==> config.mk <==
export PLATFORM = sky130hd
export DESIGN_NAME = vga_sync_gen
export DESIGN_NICKNAME = d
export VERILOG_FILES = /design/src/rtl/vga_timing_pkg.sv /design/src/rtl/pixel_tick_gen.sv /design/src/rtl/vga_sync_gen.sv
export SDC_FILE = /design/constraint.sdc
export NUM_CORES = 1
export LEC_CHECK = 0
export ABC_CLOCK_PERIOD_IN_PS = 2300
export BUFFER_PORTS_ARGS = -buffer_cell sky130_fd_sc_hd__buf_2
export CAP_MARGIN = 40
export CELL_PAD_IN_SITES_DETAIL_PLACEMENT = 1
export CELL_PAD_IN_SITES_GLOBAL_PLACEMENT = 2
export CORE_ASPECT_RATIO = 0.8
export CORE_UTILIZATION = 34
export CTS_BUF_LIST = sky130_fd_sc_hd__clkbuf_16
export DETAILED_ROUTE_END_ITERATION = 6
export PLACE_DENSITY = 0.75
export SKIP_CTS_REPAIR_TIMING = 1
export SYNTH_ARGS = -nofsm -noshare
export SYNTH_HDL_FRONTEND = slang
export SYNTH_SLANG_ARGS = --single-unit
export TNS_END_PERCENT = 20
==> constraint.sdc <==
create_clock -name clk -period 2.3 [get_ports clk]
set_input_delay 0.115 -clock clk [delete_from_list [all_inputs] [get_ports clk]]
set_output_delay 0.115 -clock clk [all_outputs]
set_load 0.03 [all_outputs]
==> src/rtl/vga_timing_pkg.sv <==
// VGA 640x480@60 timing constants, coordinate type and sync-window helper,
// shared by the sync generator and the overlay blocks.
package vga_timing_pkg;

  localparam int COORD_W   = 10;

  localparam int H_DISPLAY = 640;
  localparam int H_FRONT   = 16;
  localparam int H_SYNC    = 96;
  localparam int H_BACK    = 48;
  localparam int H_TOTAL   = H_DISPLAY + H_FRONT + H_SYNC + H_BACK;

  localparam int V_DISPLAY = 480;
  localparam int V_FRONT   = 10;
  localparam int V_SYNC    = 2;
  localparam int V_BACK    = 33;
  localparam int V_TOTAL   = V_DISPLAY + V_FRONT + V_SYNC + V_BACK;

  typedef logic [COORD_W-1:0] coord_t;

  typedef struct packed {
    logic hsync;
    logic vsync;
    logic video_on;
  } sync_t;

  // Compared as int so a window ending exactly at 1024 still decodes.
  function automatic logic in_window(coord_t v, int lo, int hi);
    return (int'(v) >= lo) && (int'(v) < hi);
  endfunction

endpackage

==> src/rtl/pixel_tick_gen.sv <==
// Mod-CLK_DIV divider producing the one-cycle pixel enable.
module pixel_tick_gen #(
  parameter int CLK_DIV = 2
) (
  input  logic clk,
  input  logic rst_n,
  output logic tick_en,
  output logic p_tick
);

  localparam int DW = (CLK_DIV > 1) ? $clog2(CLK_DIV) : 1;

  logic [DW-1:0] div_q, div_d;
  logic          p_tick_q, p_tick_d;

  // tick_en is the next-state view of p_tick so the counters can load
  // on the same edge that raises p_tick.
  always_comb begin
    tick_en  = (div_q == DW'(CLK_DIV - 1));
    div_d    = tick_en ? '0 : div_q + DW'(1);
    p_tick_d = tick_en;
  end

  always_ff @(posedge clk or negedge rst_n) begin
    if (!rst_n) begin
      div_q    <= '0;
      p_tick_q <= 1'b0;
    end else begin
      div_q    <= div_d;
      p_tick_q <= p_tick_d;
    end
  end

  assign p_tick = p_tick_q;

endmodule

==> src/rtl/vga_sync_gen.sv <==
// VGA pixel/line counters with registered hsync/vsync/video_on and frame_start.
// rst_n is expected to be released synchronously to clk by the reset tree.
module vga_sync_gen #(
  parameter int H_DISPLAY = vga_timing_pkg::H_DISPLAY,
  parameter int H_FRONT   = vga_timing_pkg::H_FRONT,
  parameter int H_SYNC    = vga_timing_pkg::H_SYNC,
  parameter int H_BACK    = vga_timing_pkg::H_BACK,
  parameter int V_DISPLAY = vga_timing_pkg::V_DISPLAY,
  parameter int V_FRONT   = vga_timing_pkg::V_FRONT,
  parameter int V_SYNC    = vga_timing_pkg::V_SYNC,
  parameter int V_BACK    = vga_timing_pkg::V_BACK,
  parameter int CLK_DIV   = 2
) (
  input  logic                               clk,
  input  logic                               rst_n,
  output logic                               p_tick,
  output logic [vga_timing_pkg::COORD_W-1:0] x,
  output logic [vga_timing_pkg::COORD_W-1:0] y,
  output logic                               hsync,
  output logic                               vsync,
  output logic                               video_on,
  output logic                               frame_start
);
  import vga_timing_pkg::*;

  localparam int H_TOT    = H_DISPLAY + H_FRONT + H_SYNC + H_BACK;
  localparam int V_TOT    = V_DISPLAY + V_FRONT + V_SYNC + V_BACK;
  localparam int HS_START = H_DISPLAY + H_FRONT;
  localparam int HS_END   = HS_START + H_SYNC;
  localparam int VS_START = V_DISPLAY + V_FRONT;
  localparam int VS_END   = VS_START + V_SYNC;

  localparam sync_t SYNC_RST = '{hsync: 1'b1, vsync: 1'b1, video_on: 1'b1};

  logic   tick_en;
  coord_t x_q, x_d;
  coord_t y_q, y_d;
  sync_t  sync_q, sync_d;
  logic   fs_q, fs_d;

  pixel_tick_gen #(.CLK_DIV(CLK_DIV)) u_tick (
    .clk     (clk),
    .rst_n   (rst_n),
    .tick_en (tick_en),
    .p_tick  (p_tick)
  );

  always_comb begin
    x_d  = x_q;
    y_d  = y_q;
    fs_d = 1'b0;
    if (tick_en) begin
      if (x_q == coord_t'(H_TOT - 1)) begin
        x_d = '0;
        if (y_q == coord_t'(V_TOT - 1)) begin
          y_d  = '0;
          fs_d = 1'b1;
        end else begin
          y_d = y_q + coord_t'(1);
        end
      end else begin
        x_d = x_q + coord_t'(1);
      end
    end
    // Decode from next-state coordinates so sync lines up with x/y.
    sync_d.hsync    = !in_window(x_d, HS_START, HS_END);
    sync_d.vsync    = !in_window(y_d, VS_START, VS_END);
    sync_d.video_on = in_window(x_d, 0, H_DISPLAY) && in_window(y_d, 0, V_DISPLAY);
  end

  always_ff @(posedge clk or negedge rst_n) begin
    if (!rst_n) begin
      x_q    <= '0;
      y_q    <= '0;
      sync_q <= SYNC_RST;
      fs_q   <= 1'b0;
    end else begin
      x_q    <= x_d;
      y_q    <= y_d;
      sync_q <= sync_d;
      fs_q   <= fs_d;
    end
  end

  assign x           = x_q;
  assign y           = y_q;
  assign hsync       = sync_q.hsync;
  assign vsync       = sync_q.vsync;
  assign video_on    = sync_q.video_on;
  assign frame_start = fs_q;

endmodule

==> results by stage, run 1 <==
Placement:
- The count of port buffers added during placement is 26.
- The area of placed instances is 1774 um2.
- The number of placed instances with taps included is 242.
- The HPWL after detailed placement is 3229 um.
- At the end of routability-driven placement, the weighted congestion stood at 0.8079.

Critical path:
- The type of the worst setup path is flip-flop to flip-flop.
- Of all nets on the critical path, the largest fanout is 5.
- In this run the critical register-to-register path is launched from y[0].
- The worst register-to-register path ends at vsync.
- At the worst endpoint, the required time is 2480 ps.
- The register-to-register setup slack is 120 ps.
- Walking the worst path, the cells encountered are ha_1 > and3_4 > or4b_4 > a211oi_2 > o221ai_1 > a311o_1.
- The data arrival time of the worst path is 2360 ps.
- The kind of cell with the highest combined delay along the critical path is compound AO/OA/AOI/OAI gates.
- The largest incremental delay on the critical path is 510 ps.
- The cell type of the slowest stage on the worst timing path is sky130_fd_sc_hd__or4b_4.
- The worst-case reg-to-reg path depth is 6.
- Together, buffers and inverters on the worst path number 0.
- The startpoint type of the worst setup path is a flip-flop.
- STA classifies the critical path endpoint as a flip-flop.

CTS:
- The CTS buffer count is 3.
- CTS built an H-tree with a depth of 1.
- TritonCTS built the clock tree.
- The tree is rooted in a sky130_fd_sc_hd__clkbuf_16.
- The clock passes through at most 2 buffers.
- CTS saw 26 sinks.
- The clock transition at the register clock pins on the worst setup and hold paths after CTS is 60 ps.
- The insertion delay of the later-clocked pin in the worst-skew pair is 260 ps.

Power and ir drop:
- The switching power of the nets is 0.0001635 W.
- The relative contribution of the clock network to total power is 45.3%.
- The cell internal power dissipation is 0.0006917 W.
- Combinational logic is responsible for 1.3% of the overall power.
- The maximum VDD drop is 0.2977 mV.
- The sequential group share of total power is 53.5%.
- In this run switching power makes up 19.11% of total power.
- Dividing total power by cell area gives a power density of 459.0 nW/um2.
- The leakage dissipation is 0.8312 nW.
- The total power consumption of the routed design is 0.0008552 W.

Timing:
- The clock skew after layout is 3.533 ps.
- At the pin with the least slew margin, the transition time is 604.7 ps.
- Setup repair after global routing left no endpoint under its margin.
- The hold violation total from the final report is 0.
- The relative max-transition margin is 59.69%.
- The final worst-path cycle share is 94.79%.
- The final critical path time including I/O delays and setup is 2180 ps.
- The final hold slack is 392.7 ps.
- The final-report setup violation count is 0.
- The timing-limited maximum frequency is 458.7 MHz.
- The aggregate negative setup slack is 0 ps.
- The final max-slew violation count is 0.

Routing:
- After detailed routing, the number of vias per cell comes to 5.453.
- After detailed routing, the average wire length per cell comes to 17.55 um.
- The final wirelength is 4335 um.
- Before antenna repair, the detailed router went through 4 iterations.
- In the routed design, unresolved DRC markers number 0.
- The number of DRC markers in iteration 0 is 113.
- The antenna violation net count after detailed routing is 0.
- Detailed routing inserted a total of 1347 vias.

Global route:
- The leftover overflow at the end of global routing is 0.
- The via count of the first global-routing pass is 1414.
- The global-route wire length before repair is 7231 um.
- Entering global routing, the biggest net connects 27 pins.
- The initial antenna violation count is 0.
- The total global routing track utilization is 19.86%.

Layout:
- Cells with a size suffix above 1 make up 30.00% of the layout.
- The number of antenna diodes in the final layout is 0.
- Once layout is complete, the cells apart from fillers number 247.
- Counting the fill cells in the layout gives 525.
- For this run, the post-layout net count is 196.
- The finished cells cover 1863 um2.
- The post-synthesis to final-layout area growth is 22.05%.

Floorplan:
- The count of pins on the block boundary is 27.
- The die covers 4763 um2.
- From bottom edge to top edge, the die measures 61.93 um.
- The floorplan has 21 rows.
- The width of the die is 76.92 um.
- The initial standard-cell utilization of the core is 35.86%.
- The placeable core area is 4257 um2.

Synth:
- After synthesis, flip-flops and latches occupy 42.87% of the total area.
- For this run, the leading register cell type out of synthesis is sky130_fd_sc_hd__dfrtp_1.
- The Yosys step of the flow raised 0 warnings.
- The register bit count reported by yosys is 26.
- The total nets after synthesis is 160.
- The post-synthesis cell type count is 51.
- A synthesized cell averages 9.848 um2.
- Counting flops with an async set or reset pin after synthesis yields a share of 100.0%.
- The number of synthesized flops with an enable pin is 0.
- The synthesized cell area is 1526 um2.
- The gate count after technology mapping is 155.

Job:
- Across the run, the number of max-cap violations was 0.

Worst hold path:
- The type of the worst min-delay path is primary input to async pin.

Outcome:
- The run finished with clean final reports.
==> cells in the mapped netlist, drive strengths merged (5+ instances only) <==
| cell | instances | area share (%) |
|---|---|---|
| a21oi | 5 | 1.6 |
| and3 | 5 | 2.4 |
| buf | 8 | 3.2 |
| dfrtp | 23 | 38 |
| inv | 6 | 1.5 |
| nand2 | 9 | 2.2 |
| nand3 | 11 | 3.9 |
| nand4 | 7 | 3.3 |
| nor2 | 9 | 2.2 |
| nor3 | 6 | 2.3 |
| o21ai | 7 | 2.3 |
| xnor2 | 6 | 3.4 |
| xor2 | 6 | 3.4 |
==> worst max-delay path by stage <==
stage | start | endpoint | slack [ps] | depth (start not counted)
after floorplan | y[1] | vsync | 10 | 6
after CTS | y[0] | vsync | 120 | 6
after global routing | y[0] | vsync | 40 | 6
after global placement | x[6] | vsync | 220 | 5
after detailed placement | x[6] | vsync | 170 | 5
final | y[0] | vsync | 120 | 6
==> cell families (layout without fill, tap and decap cells) <==
group / Yosys count / count (layout) / share of synthesized area, %
flip-flops: 26 / 26 / 42.87
AO/OA/AOI/OAI: 26 / 26 / 11.64
buffers and inverters: 16 / 51 / 5.164
AND/OR/NAND/NOR: 70 / 70 / 29.51
adder cells (fa/ha/maj): 3 / 3 / 2.459
multiplexers: 2 / 2 / 1.475
XOR/XNOR: 12 / 12 / 6.885
==> flip-flops by register name, summed over array words and instances, names as in the netlist <==
register	flops
y	10
u_tick.p_tick	1
hsync	1
x	10
vsync	1
frame_start	1
video_on	1
u_tick.tick_en	1
==> per-layer routing <==
layer | routed length [um] | vias up | GRT usage (%)
met5 | 0 | - | 0
met4 | 23 | 0 | 3.297
met3 | 119 | 2 | 3.066
met2 | 2033 | 24 | 34.44
met1 | 2159 | 683 | 27.11
li1 | - | 638 | -
==> per-stage QoR <==
stage | setup slack, ps | utilization (%)
3_5_place_dp | 170.1 | 41.68
3_3_place_gp | 222.0 | 41.68
2_1_floorplan | 11.49 | -
5_1_grt | 44.53 | 43.77
6_report | 119.8 | 43.77
4_1_cts | 120.7 | 43.53
==> power groups by stage <==
| stage | combinational [W] | sequential (W) | clock, W |
|---|---|---|---|
| finish | 0.0000108 | 0.000457 | 0.000387 |
| global route | 0.0000131 | 0.000457 | 0.000416 |
| CTS | 0.0000106 | 0.000457 | 0.000401 |
| detailed placement | 0.0000108 | 0.000466 | 0 |
| global placement | 0.0000104 | 0.000466 | 0 |
| floorplan | 0.000000000294 | 0.000466 | 0 |
==> placed cells by master (no fill, tap or decap), drive strengths merged, types with 4 or more instances in the layout <==
master / synthesis / final
buf: 8 / 39
dfrtp: 23 / 23
nand3: 11 / 11
nand2: 9 / 9
nor2: 9 / 9
inv: 6 / 7
nand4: 7 / 7
o21ai: 7 / 7
xnor2: 6 / 6
xor2: 6 / 6
nor3: 6 / 6
a21oi: 5 / 5
and3: 5 / 5
and4: 4 / 4
or3: 4 / 4
a211oi: 4 / 4
==> layout make-up <==
class / instances / area (um2) / area share [%]
Clock buffer: 3 / 75.07 / 4.030
Multi-Input combinational cell: 113 / 793.3 / 42.58
Timing Repair Buffer: 40 / 237.7 / 12.76
Clock inverter: 1 / 3.754 / 0.2015
Sequential cell: 26 / 655.6 / 35.19
Inverter: 7 / 26.28 / 1.410
Tap cell: 57 / 71.32 / 3.828
No activity file was read; power rests on OpenSTA's default activity.
==> run 2: changes to the inputs <==
--- a/config.mk
+++ b/config.mk
@@ -7,9 +7,10 @@
 export LEC_CHECK = 0
 export ABC_CLOCK_PERIOD_IN_PS = 2300
-export BUFFER_PORTS_ARGS = -buffer_cell sky130_fd_sc_hd__buf_2
+export BUFFER_PORTS_ARGS = -buffer_cell sky130_fd_sc_hd__buf_4
 export CAP_MARGIN = 40
 export CELL_PAD_IN_SITES_DETAIL_PLACEMENT = 1
 export CELL_PAD_IN_SITES_GLOBAL_PLACEMENT = 2
 export CORE_ASPECT_RATIO = 0.8
+export CORE_MARGIN = 4
 export CORE_UTILIZATION = 34
 export CTS_BUF_LIST = sky130_fd_sc_hd__clkbuf_16
==> constraint.sdc (replaced) <==
create_clock -name clk -period 2.3 [get_ports clk]
set_input_delay 0.23 -clock clk [delete_from_list [all_inputs] [get_ports clk]]
set_output_delay 0.23 -clock clk [all_outputs]
set_load 0.03 [all_outputs]
==> run 2 against run 1 <==
Compared with the run above: critical path depth is 1 higher; via count down 1.4%; count of clock-buffer cells in the layout did not move.
==> results by stage, run 2 (synthesized netlist as in run 1, its figures left out) <==
Power and ir drop:
- The maximum VDD drop is 0.2934 mV (-1.4%).
- The relative contribution of the clock network to total power is 44.9% (-0.4 points).
- The leakage dissipation is 0.8459 nW (+1.8%).
- The switching power as a share of total power is 18.67% (-0.44 points).
- The power density relative to cell area is 436.5 nW/um2 (-4.9%).
- The cell internal power dissipation is 0.0006920 W (about the same).
- The sequential group share of total power is 53.8% (+0.3 points).
- The portion of total power attributed to combinational logic is 1.3% (about the same).
- The switching power of the nets is 0.0001589 W (-2.8%).

Floorplan:
- The placeable core area is 4257 um2 (unchanged).
- The floorplan die area is 5632 um2 (+18%).
- The width of the die is 82.92 um (+7.8%).
- The die extent in y is 67.93 um (+9.7%).
- The initial standard-cell utilization of the core is 35.86% (unchanged).
- The total number of placement rows is 21 (unchanged).
- The count of pins on the block boundary came to 27 (unchanged).

Outcome:
- The run finished with clean final reports.

Global route:
- The initial antenna violation count came to 0 (unchanged).
- The fraction of met2 tracks used by global routing is 25.10% (-9.3 points).
- The met1 usage in global routing is 21.67% (-5.4 points).
- The via count of the first global-routing pass was 1334 (-5.7%).
- The global routing usage on met3 is 3.851% (+0.79 points).
- The leftover overflow at the end of global routing is 0 (unchanged).
- The largest net degree at the start of global routing is 27 (unchanged).
- The total global routing track utilization was 15.65% (-4.2 points).
- The global-route wire length before repair is 6955 um (-3.8%).
- The most heavily used metal layer in global routing is met2.

CTS:
- The CTS H-tree depth is 1 (unchanged).
- The CTS buffer count is 3 (unchanged).
- The insertion delay of the later-clocked pin in the worst-skew pair is 260 ps (about the same).
- The total number of clock tree sinks is 26 (unchanged).
- TritonCTS built the clock tree.
- The clock transition at the register clock pins on the worst setup and hold paths after CTS is 60 ps (about the same).
- The clock root buffer is sky130_fd_sc_hd__clkbuf_16.
- The maximum number of buffers from clock root to sink is 2 (unchanged).

Critical path:
- The critical path required time is 2470 ps (about the same).
- The worst-case reg-to-reg path depth came to 7 (+1).
- The data arrival time of the worst path came to 2330 ps (-30 ps).
- The critical path starts at x[0].
- The maximum fanout along the worst path is 11 (+6).
- STA classifies the critical path startpoint as a flip-flop.
- The launching point of the worst reg2reg path is x[0].
- The kind of end point of the critical path is a flip-flop.
- The type of the worst setup path is flip-flop to flip-flop.

Timing:
- The final-report setup violation count was 0 (unchanged).
- The final critical path time including I/O delays and setup is 2151 ps (-29.09 ps).
- The clock skew after layout is 4.475 ps (+0.9422 ps).
- Setup repair after global routing left no endpoint under its margin.
- The timing-limited maximum frequency is 464.9 MHz (+1.4%).
- The final max-slew violation count is 0 (unchanged).
- The final worst-path cycle share is 93.53% (-1.3 points).
- The post-route worst setup slack is 148.9 ps (+29.09 ps).
- The hold violation total from the final report is 0 (unchanged).
- The relative max-transition margin was 65.62% (+5.9 points).
- The transition time at the pin with the least slew margin is 502.7 ps (-102.0 ps).
- The aggregate negative setup slack is 0 ps (unchanged).

Placement:
- The placer's final routability congestion estimate is 0.8020 (-0.73%).
- The setup slack at placement is 146.0 ps (-24.10 ps).
- The count of port buffers added during placement is 26 (unchanged).
- The estimated wirelength of the detail-placed design is 3172 um (-1.8%).
- The number of placed instances with taps included is 244 (+0.83%).

Routing:
- The final wirelength is 4177 um (-3.6%).
- The number of vias in the routed layout was 1328 (-1.4%).
- The number of DRC markers in iteration 0 came to 55 (-51%).
- The mean number of vias per cell came to 5.333 (-2.2%).
- The final routed wire length divided by cell count is 16.78 um (-4.4%).
- The number of DRC violations after detailed routing is 0 (unchanged).
- The detailed-router iteration count before antenna repair came to 4 (unchanged).
- The antenna violation net count after detailed routing is 0 (unchanged).

Job:
- The number of maximum-capacitance constraint violations was 0 (unchanged).

Layout:
- The filler cell count in the final layout came to 513 (-2.3%).
- The post-synthesis to final-layout area growth is 27.70%.
- In the layout the commonest cells are sky130_fd_sc_hd__buf_4 (41), sky130_fd_sc_hd__dfrtp_1 (22), sky130_fd_sc_hd__nand3_1 (10), sky130_fd_sc_hd__nand2_1 (9), sky130_fd_sc_hd__nor2_1 (9).
- The filler-free cell count of the finished design was 249 (+0.81%).
- The library cell used most frequently in the layout, excluding fill and tap cells, is sky130_fd_sc_hd__buf_4.
- The final standard cell utilization of the core is 45.80% (+2.0 points).
- The number of diodes added for antenna fixing was 0 (unchanged).
- The number of nets in the layout was 198 (+1.0%).
- The area of the multi-input gates is 799.5 um2 (+0.79%).
- The share of post-route cells with drive strength above 1 is 31.25% (+1.3 points).
- The storage element area was 655.6 um2 (unchanged).

Worst hold path:
- The path class of the tightest hold or removal check is primary input to async pin.
==> run 2: cell type report <==
cell class	count	share of cell area, %
Multi-Input combinational cell	113	41.01
Clock inverter	1	0.1926
Clock buffer	3	3.851
Timing Repair Buffer	42	16.30
Tap cell	57	3.659
Inverter	7	1.348
Sequential cell	26	33.63
==> run 2: worst max-delay path, stage by stage (launching register included) <==
cell and delay, ps:
sky130_fd_sc_hd__dfrtp_1 430, sky130_fd_sc_hd__ha_1 260, sky130_fd_sc_hd__and2_1 200, sky130_fd_sc_hd__and3_1 280, sky130_fd_sc_hd__buf_4 210, sky130_fd_sc_hd__o32ai_1 270, sky130_fd_sc_hd__nor2_1 90, sky130_fd_sc_hd__a311o_1 340
==> run 2: layer usage <==
layer / up-vias / routed length, um
met5: - / 0
met4: 0 / 23
met3: 2 / 153
met2: 21 / 1863
met1: 663 / 2137
li1: 642 / -
==> run 2: power groups by stage <==
stage	clock network, W	logic (W)	registers (W)
floorplan	0	0.000000000294	0.000466
global placement	0	0.0000107	0.000466
detailed placement	0	0.0000112	0.000466
CTS	0.000406	0.0000113	0.000457
global route	0.000415	0.0000140	0.000457
finish	0.000382	0.0000114	0.000457
==> run 2: final timing paths <==
check | slack, ps | to
setup / recovery | 150 | vsync
hold / removal | 420 | x[4]
setup reg to reg | 150 | vsync
hold reg to reg | 570 | u_tick.p_tick
max in group asynchronous | 1580 | video_on
min in group clk | 570 | u_tick.p_tick
==> run 2: per-stage QoR <==
step	cell area [um2]	hold slack [ps]	total power [W]
after floorplan	1528	-65.59	0.0004660
after global placement	1854	161.8	0.0004766
after detailed placement	1854	168.8	0.0004770
after CTS	1933	-109.4	0.0008739
after global routing	1949	468.7	0.0008860
final	1949	419.2	0.0008509
==> run 3: changes to the inputs <==
CORE_MARGIN = 2   (was 4)
PLACE_DENSITY = unset   (was 0.75)
PLACE_DENSITY_LB_ADDON = 0.1   (was unset)
==> run 3 against run 2 <==
Compared with the run above: die area decreased by 10%; critical path depth shrank 1; worst setup slack gained 11 ps; power is 14% higher; worst hold slack worse by 4.8 ps; combinational power is essentially flat; global-route usage grew 1.7 points; clock skew rose by 1.9 ps; critical endpoint unchanged; largest cell class unchanged; largest power group is now clock.
==> results by stage, run 3 (synthesized netlist as in run 1, its figures left out) <==
Critical path:
- The worst setup path is captured at a flip-flop.
- STA classifies the critical path startpoint as a flip-flop.
- The register-to-register setup slack is 160 ps (about the same).
- The launching point of the worst reg2reg path is y[0].
- The worst-case reg-to-reg path depth is 6 (-1).
- The critical path required time is 2480 ps (about the same).
- The data arrival time of the worst path is 2320 ps (about the same).
- The end point of the critical path is vsync.
- The endpoint identified for the worst register-to-register timing path is vsync.
- The maximum fanout along the worst path was 5 (-6).
- The type of the worst setup path is flip-flop to flip-flop.
- The most critical setup path has its startpoint at y[0].

Timing:
- The aggregate negative setup slack came to 0 ps (unchanged).
- The hold violation total from the final report is 0 (unchanged).
- The relative max-transition margin is 58.68% (-6.9 points).
- The final critical path time including I/O delays and setup is 2140 ps (-11.41 ps).
- The final hold slack is 414.5 ps (-4.759 ps).
- The final max-slew violation count was 0 (unchanged).
- The final worst-path cycle share is 93.03% (-0.50 points).
- The clock skew after layout is 6.386 ps (+1.911 ps).
- The final-report setup violation count is 0 (unchanged).
- The transition time at the pin with the least slew margin is 604.2 ps (+101.5 ps).
- The timing-limited maximum frequency was 467.3 MHz (+0.53%).
- Setup repair after global routing left no endpoint under its margin.

Floorplan:
- The count of pins on the block boundary is 27 (unchanged).
- The placeable core area was 4257 um2 (unchanged).
- The width of the die is 78.92 um (-4.8%).
- The total number of placement rows is 21 (unchanged).
- The floorplan die area is 5045 um2 (-10%).
- The die extent in y is 63.93 um (-5.9%).
- The initial standard-cell utilization of the core is 35.86% (unchanged).

Worst hold path:
- The type of the worst min-delay path is primary input to async pin.

Placement:
- The count of port buffers added during placement is 26 (unchanged).
- The placer's final routability congestion estimate is 0.8371 (+4.4%).
- The estimated wirelength of the detail-placed design is 3047 um (-3.9%).

Global route:
- The global-route wire length before repair was 6803 um (-2.2%).
- The largest net degree at the start of global routing is 27 (unchanged).
- The leftover overflow at the end of global routing came to 0 (unchanged).
- The via count of the first global-routing pass is 1319 (-1.1%).
- The initial antenna violation count came to 0 (unchanged).
- The total global routing track utilization is 17.36% (+1.7 points).

CTS:
- The maximum number of buffers from clock root to sink came to 2 (unchanged).
- The CTS buffer count is 3 (unchanged).
- The root buffer cell chosen for the clock tree is sky130_fd_sc_hd__clkbuf_16.
- The insertion delay of the later-clocked pin in the worst-skew pair was 260 ps (about the same).
- The clock transition at the register clock pins on the worst setup and hold paths after CTS was 70 ps (about the same).
- The total number of clock tree sinks came to 26 (unchanged).
- The CTS tree is built.
- The CTS H-tree depth is 1 (unchanged).

Layout:
- The filler cell count in the final layout is 512 (-0.19%).
- The post-synthesis to final-layout area growth is 28.52%.
- The library cell used most frequently in the layout, excluding fill and tap cells, is sky130_fd_sc_hd__buf_4.
- The number of diodes added for antenna fixing is 0 (unchanged).
- The number of nets in the layout is 196 (-1.0%).
- The share of post-route cells with drive strength above 1 is 31.58% (+0.33 points).
- In the layout the commonest cells are sky130_fd_sc_hd__buf_4 (39), sky130_fd_sc_hd__dfrtp_1 (22), sky130_fd_sc_hd__nand3_1 (10), sky130_fd_sc_hd__nand2_1 (9), sky130_fd_sc_hd__nor2_1 (9).

Power and ir drop:
- The power density relative to cell area is 493.9 nW/um2 (+13%).
- The cell internal power dissipation came to 0.0008056 W (+16%).
- The maximum VDD drop is 0.3324 mV (+13%).
- The leakage dissipation came to 0.8470 nW (+0.13%).
- The switching power of the nets was 0.0001635 W (+2.9%).
- The switching power as a share of total power is 16.87% (-1.8 points).
- The relative contribution of the clock network to total power is 51.6% (+6.7 points).
- The sequential group share of total power was 47.2% (-6.6 points).
- The portion of total power attributed to combinational logic is 1.2% (about the same).

Routing:
- The mean number of vias per cell was 5.457 (+2.3%).
- The final routed wire length divided by cell count is 16.45 um (-2.0%).
- The antenna violation net count after detailed routing came to 0 (unchanged).
- The number of DRC violations after detailed routing came to 0 (unchanged).
- The number of vias in the routed layout was 1348 (+1.5%).
- The detailed-router iteration count before antenna repair is 4 (unchanged).
- The number of DRC markers in iteration 0 came to 93 (+69%).
- The final wirelength is 4062 um (-2.8%).

Outcome:
- The run finished with clean final reports.

Job:
- The number of maximum-capacitance constraint violations is 0 (unchanged).
## run 3: metal layers
metal	global-route usage, %	vias to the layer above	part of all wire, %
li1	-	639	-
met1	26.88	674	52
met2	25.85	33	43
met3	2.966	2	3.8
met4	2.586	0	0.47
met5	0	-	0
## run 3: critical path: stages, from the launching register on
cell and delay [ps]:
sky130_fd_sc_hd__dfrtp_2 400, sky130_fd_sc_hd__ha_1 220, sky130_fd_sc_hd__and3_4 210, sky130_fd_sc_hd__or4b_4 510, sky130_fd_sc_hd__a211oi_2 260, sky130_fd_sc_hd__o221ai_2 160, sky130_fd_sc_hd__a311o_1 310
## run 3: how the worst min path moves through the flow
stage | to | slack [ps] | start
2_1_floorplan | frame_start | -70 | rst_n
3_3_place_gp | x[0] | 160 | rst_n
3_5_place_dp | x[0] | 160 | rst_n
4_1_cts | x[0] | -120 | rst_n
5_1_grt | x[4] | 440 | rst_n
6_report | x[0] | 410 | rst_n
## run 3: area by class of cell
class | instances | area, um2 | share of cell area (%)
Clock inverter | 1 | 30.03 | 1.531
Multi-Input combinational cell | 113 | 800.8 | 40.82
Sequential cell | 26 | 655.6 | 33.42
Tap cell | 57 | 71.32 | 3.635
Timing Repair Buffer | 40 | 302.8 | 15.43
Clock buffer | 3 | 75.07 | 3.827
Inverter | 7 | 26.28 | 1.339
## run 3: power groups by stage
stage	logic, W	clock network (W)	registers, W
global placement	0.0000106	0	0.000466
detailed placement	0.0000108	0	0.000466
floorplan	0.000000000294	0	0.000466
finish	0.0000115	0.000500	0.000457
CTS	0.0000107	0.000515	0.000457
global route	0.0000130	0.000540	0.000457
## run 3: stage by stage
stage / instance area (um2) / worst slack [ps] / cells / utilization [%] / power [W]
detailed placement: 1839 / 156.6 / 242 / 43.21 / 0.0004766
finish: 1962 / 160.3 / 247 / 46.09 / 0.0009690
global placement: 1839 / 239.6 / 242 / 43.21 / 0.0004764
global route: 1962 / 12.08 / 247 / 46.09 / 0.001010
CTS: 1944 / 131.6 / 246 / 45.68 / 0.0009833
floorplan: 1528 / 11.49 / 155 / - / 0.0004660
